--- src/rtl/apb_fifo_drain_master.sv ---
// APB write master that drains the FIFO read port, one APB write per popped word.
// Optional ACCESS-phase timeout is enabled by defining APB_TIMEOUT_EN.
`timescale 1ns/1ps
module apb_fifo_drain_master #(
  parameter int                    DATA_WIDTH     = 32,
  parameter int                    ADDR_WIDTH     = 32,
  parameter logic [ADDR_WIDTH-1:0] BASE_ADDR      = 32'h0000_0000,
  parameter int                    ADDR_STEP      = 4,
  parameter int                    WINDOW_BYTES   = 256,
  parameter int                    TIMEOUT_CYCLES = 16
) (
  input  logic                  pclk,
  input  logic                  presetn,
  input  logic                  enable,
  input  logic                  fifo_empty,
  input  logic [DATA_WIDTH-1:0] fifo_data,
  output logic                  fifo_re,
  output logic [ADDR_WIDTH-1:0] paddr,
  output logic                  psel,
  output logic                  penable,
  output logic                  pwrite,
  output logic [DATA_WIDTH-1:0] pwdata,
  input  logic                  pready,
  input  logic                  pslverr,
  input  logic                  err_clr,
  output logic                  busy,
  output logic                  err_flag,
  output logic [7:0]            err_count,
  output logic [15:0]           xfer_count,
  output logic                  timeout_flag
);

  typedef enum logic [2:0] {
    ST_IDLE   = 3'd0,
    ST_POP    = 3'd1,
    ST_LOAD   = 3'd2,
    ST_SETUP  = 3'd3,
    ST_ACCESS = 3'd4
  } state_t;

  localparam logic [ADDR_WIDTH-1:0] STEP_C   = ADDR_WIDTH'(ADDR_STEP);
  localparam logic [ADDR_WIDTH-1:0] WINDOW_C = ADDR_WIDTH'(WINDOW_BYTES);

  state_t                state_r;
  logic [ADDR_WIDTH-1:0] offset_r;
  logic [ADDR_WIDTH-1:0] offset_next_s;
  logic                  more_s;
  logic                  timeout_s;

  function automatic logic [7:0] sat_inc8(input logic [7:0] v);
    sat_inc8 = (v == 8'hFF) ? v : v + 8'd1;
  endfunction

  assign fifo_re       = (state_r == ST_POP);
  assign busy          = (state_r != ST_IDLE);
  assign more_s        = enable && !fifo_empty;
  assign offset_next_s = ((offset_r + STEP_C) == WINDOW_C) ? {ADDR_WIDTH{1'b0}} : (offset_r + STEP_C);

`ifdef APB_TIMEOUT_EN
  localparam int TW = (TIMEOUT_CYCLES > 1) ? $clog2(TIMEOUT_CYCLES) : 1;
  logic [TW-1:0] tmo_cnt_r;
  logic          timeout_flag_r;

  assign timeout_s    = (state_r == ST_ACCESS) && !pready && (tmo_cnt_r == TW'(TIMEOUT_CYCLES - 1));
  assign timeout_flag = timeout_flag_r;

  // Counts consecutive not-ready ACCESS cycles and keeps the sticky timeout flag.
  always_ff @(posedge pclk or negedge presetn) begin
    if (!presetn) begin
      tmo_cnt_r      <= {TW{1'b0}};
      timeout_flag_r <= 1'b0;
    end else begin
      if ((state_r == ST_ACCESS) && !pready && !timeout_s) begin
        tmo_cnt_r <= tmo_cnt_r + {{(TW-1){1'b0}}, 1'b1};
      end else begin
        tmo_cnt_r <= {TW{1'b0}};
      end
      if (timeout_s) begin
        timeout_flag_r <= 1'b1;
      end else if (err_clr) begin
        timeout_flag_r <= 1'b0;
      end else begin
        timeout_flag_r <= timeout_flag_r;
      end
    end
  end
`else
  assign timeout_s    = 1'b0;
  assign timeout_flag = 1'b0;
`endif

  // Main sequencer: pop, load, APB setup/access, then bookkeeping on completion.
  always_ff @(posedge pclk or negedge presetn) begin
    if (!presetn) begin
      state_r    <= ST_IDLE;
      offset_r   <= {ADDR_WIDTH{1'b0}};
      paddr      <= {ADDR_WIDTH{1'b0}};
      pwdata     <= {DATA_WIDTH{1'b0}};
      psel       <= 1'b0;
      penable    <= 1'b0;
      pwrite     <= 1'b0;
      err_flag   <= 1'b0;
      err_count  <= 8'd0;
      xfer_count <= 16'd0;
    end else begin
      if (err_clr) begin
        err_flag  <= 1'b0;
        err_count <= 8'd0;
      end
      case (state_r)
        ST_IDLE: begin
          if (more_s) begin
            state_r <= ST_POP;
          end
        end
        ST_POP: begin
          state_r <= ST_LOAD;
        end
        ST_LOAD: begin
          pwdata  <= fifo_data;
          paddr   <= BASE_ADDR + offset_r;
          psel    <= 1'b1;
          pwrite  <= 1'b1;
          state_r <= ST_SETUP;
        end
        ST_SETUP: begin
          penable <= 1'b1;
          state_r <= ST_ACCESS;
        end
        ST_ACCESS: begin
          if (pready) begin
            psel       <= 1'b0;
            penable    <= 1'b0;
            pwrite     <= 1'b0;
            xfer_count <= xfer_count + 16'd1;
            offset_r   <= offset_next_s;
            // A same-cycle clear must not hide this error, so the set path wins.
            if (pslverr) begin
              err_flag  <= 1'b1;
              err_count <= err_clr ? 8'd1 : sat_inc8(err_count);
            end
            state_r <= more_s ? ST_POP : ST_IDLE;
          end else if (timeout_s) begin
            psel    <= 1'b0;
            penable <= 1'b0;
            pwrite  <= 1'b0;
            state_r <= more_s ? ST_POP : ST_IDLE;
          end
        end
        default: begin
          state_r <= ST_IDLE;
        end
      endcase
    end
  end

endmodule

--- config.mk ---
export PLATFORM = sky130hd
export DESIGN_NAME = apb_fifo_drain_master
export DESIGN_NICKNAME = d
export VERILOG_FILES = /design/src/rtl/apb_fifo_drain_master.sv
export SDC_FILE = /design/constraint.sdc
export NUM_CORES = 1
export LEC_CHECK = 0
export ABC_CLOCK_PERIOD_IN_PS = 2270
export CORE_MARGIN = 4
export CORE_UTILIZATION = 45
export DETAILED_ROUTE_END_ITERATION = 8
export PLACE_DENSITY_LB_ADDON = 0.3
export REMOVE_ABC_BUFFERS = 1
export SKIP_CTS_REPAIR_TIMING = 1
export SYNTH_ARGS = -nofsm -noshare
export SYNTH_HDL_FRONTEND = slang
export SYNTH_SLANG_ARGS = --single-unit
--- constraint.sdc ---
create_clock -name pclk -period 2.27 [get_ports pclk]
set_clock_uncertainty 0.05 [all_clocks]
set_input_delay 0.454 -clock pclk [delete_from_list [all_inputs] [get_ports pclk]]
set_output_delay 0.454 -clock pclk [all_outputs]
set_load 0.005 [all_outputs]
==> results.cfg <==
[outcome]
status = complete, but fails checks
violations = hold timing, setup timing

[cells_and_area]
layout_commonest_cell = clkdlybuf4s50_1
diodes = 0
drive_gt1_share_pct = 28.1
area_growth_pct = 45.2
finalNetCount = 727
utilization_pct = 67.8
most-common-layout-cells = 129 x clkdlybuf4s50_1, 111 x dfrtp_1, 64 x buf_4
nFillCells = 959

[floorplan]
die_width_microns = 121
die_area_sq_um = 14500
pin_count = 134
start_util_pct = 46.7
core-area_sq_um = 12200
die_y_microns = 121
fp-row-count = 40

[clock_tree]
worst_skew_pair.late_latency_ns = 0.41
h-tree-depth = 4
numCtsBuffers = 17
clockBufferDepth = 2
ctsRootBufferMaster = clkbuf_16
cts_tree = yes
clock_sinks = 122
clkTransAtPathRegs_ns = 0.05

[synth]
syn_area_per_cell_sq_um = 11.4
ys_async_sr_fraction_pct = 100
synth_flop_cell = dfrtp_1
synth_cell_types = 58
synth-edff-count = 0
ys_seq_area_share_pct = 53.5
netlist_area_sq_um = 5700
syn_inst = 498
yosysWarningCount = 0
ys_ff_latch = 122

[sta]
rsz0062_at_grt = true
fin_crit_ns = 2.34
slew_viol_final = 0
maxSlewHeadroom_pct = 61.4
hold_ws_ns = -0.0116
fmax_mhz = 427
hold_violations = 6
worst_pin_slew_ns = 0.579
setup_viol = 1
setup_slack_ns = -0.0702
finalCritPeriodShare_pct = 103

[grt]
grt_overflow = 0
grt_max_degree = 47
antenna_found_initial = 0
grt_pass1_wl_microns = 23500
grt_pass1_vias = 4739
grt.total_usage_pct = 20.2

[detailed_routing]
vias_per_cell = 5.24
ant_nets = 0
drc_errors = 0
drt_iter0_drc = 316
wl_per_cell_microns = 16.6
drt_wl_total_microns = 14400
dr_total_vias = 4537
dr.pass1.iters = 4

[critical_path]
critPathKind = reg -> reg
required_ns = 2.51
end_kind = register
path_max_fanout = 7
arrival_ns = 2.58
cp-start-kind = register

[power_and_ir_drop]
design_power_total_mw = 7.82
power_frac_comb_pct = 29.1
pwr-share-seq_pct = 37.3
pwr_density_cell_nw_per_um2 = 945
peakVddDrop_uv = 566
p_sw_mw = 2.05
clkPwrFrac_pct = 33.6
switching_share_pct = 26.2
leakagePower_nw = 3.57
p_int_mw = 5.78

[placed_design]
dp_slack_ns = -0.245
numPortBuffers = 130
routabilityCongestion = 0.954
place_hpwl_microns = 10400

[hold_path]
min_path_type = in -> async

[job]
drv_cap = 0
-- cell usage after synthesis, drive strengths merged (4+ instances only) --
| cell type | n | share of area (%) |
|---|---|---|
| dfrtp | 122 | 54 |
| a21oi | 5 | 0.44 |
| inv | 7 | 0.46 |
| nand4 | 23 | 2.6 |
| o21ai | 7 | 0.61 |
| clkbuf | 10 | 0.66 |
| and3 | 11 | 1.2 |
| and4 | 7 | 1.1 |
| nor2 | 37 | 2.4 |
| nor3 | 12 | 1.1 |
| xor2 | 15 | 2.3 |
| or3 | 8 | 0.88 |
| a2111oi | 4 | 1.1 |
| nand3 | 25 | 2.5 |
| nand2 | 37 | 2.5 |
| and2 | 8 | 0.88 |
| buf | 22 | 2.1 |
| mux2 | 62 | 12 |
| xnor2 | 36 | 5.5 |
-- power groups by stage --
stage / clock [mW] / combinational [mW] / sequential, mW
6_report: 2.63 / 2.27 / 2.92
5_1_grt: 2.78 / 2.44 / 2.98
4_1_cts: 2.67 / 2.23 / 2.91
3_5_place_dp: 0 / 2.21 / 2.94
3_3_place_gp: 0 / 2.17 / 2.91
2_1_floorplan: 0 / 0.785 / 2.92
-- critical path: stages, from the launching register on --
cell,delay [ns]
dfrtp_2,0.45
and4_4,0.24
a31o_1,0.23
a2111oi_2,0.32
o211ai_1,0.18
a2111oi_2,0.27
nand4_2,0.21
a22oi_2,0.19
nand2_1,0.08
-- layout make-up --
| type | count | area [sq um] | area share, % |
|---|---|---|---|
| sequential | 122 | 3070 | 37.0 |
| multi-input combinational | 339 | 2550 | 30.8 |
| timing repair buffer | 198 | 1850 | 22.4 |
| clock buffer | 23 | 448 | 5.41 |
| tap | 168 | 210 | 2.54 |
| clock inverter | 9 | 123 | 1.48 |
| inverter | 7 | 26.3 | 0.317 |
-- metal layers --
| metal | global-route usage [%] | wire, microns | vias to the layer above |
|---|---|---|---|
| li1 | - | - | 2140 |
| met2 | 32.3 | 7070 | 136 |
| met5 | 0 | 0 | - |
| met1 | 26.9 | 6390 | 2241 |
| met4 | 8.00 | 238 | 0 |
| met3 | 4.58 | 672 | 20 |
-- flip-flops by register name, indices dropped and copies added, names as in the netlist --
signal and cells:
offset_r 30, err_count 8, err_flag 1, state_r 3, pwrite 1, penable 1, pwdata 32, paddr 30
xfer_count 16
-- logic make-up (layout without fill, tap and decap cells) --
kind of cell,after synthesis,count (layout),synth area share [%]
AOI/OAI and AO/OA,33,33,4.65
adders and majority gates,3,3,0.658
other,1,3,0.0658
and+or+nand+nor,184,184,17.3
muxes,65,65,12.8
buffers and inverters,39,237,3.18
xor gates and xnor gates,51,51,7.83
DFF,122,122,53.5
-- through the flow --
stage                     setup TNS, ns  std cells  hold slack [ns]  instance area [sq um]
after floorplan                 -226.79        468            0.108                   5550
after global placement           -0.986        829            0.418                   7580
after detailed placement          -2.19        829            0.431                   7580
after CTS                        -0.507        861         0.000414                   8150
after global routing             -0.261        866           0.0232                   8280
final                           -0.0702        866          -0.0116                   8280
-- final timing paths --
kind / startpoint / endpoint / slack (ns) / cells after the start
max: offset_r[2] / offset_r[8] / -0.07 / 8
min in group pclk: xfer_count[15] / xfer_count[15] / 0.44 / 1
min reg2reg: xfer_count[15] / xfer_count[15] / 0.44 / 1
min: presetn / paddr[13] / -0.01 / 1
max in group asynchronous: presetn / offset_r[21] / 1.55 / 2
max reg2reg: offset_r[2] / offset_r[8] / -0.07 / 8
No activity file was read; power rests on OpenSTA's default activity.
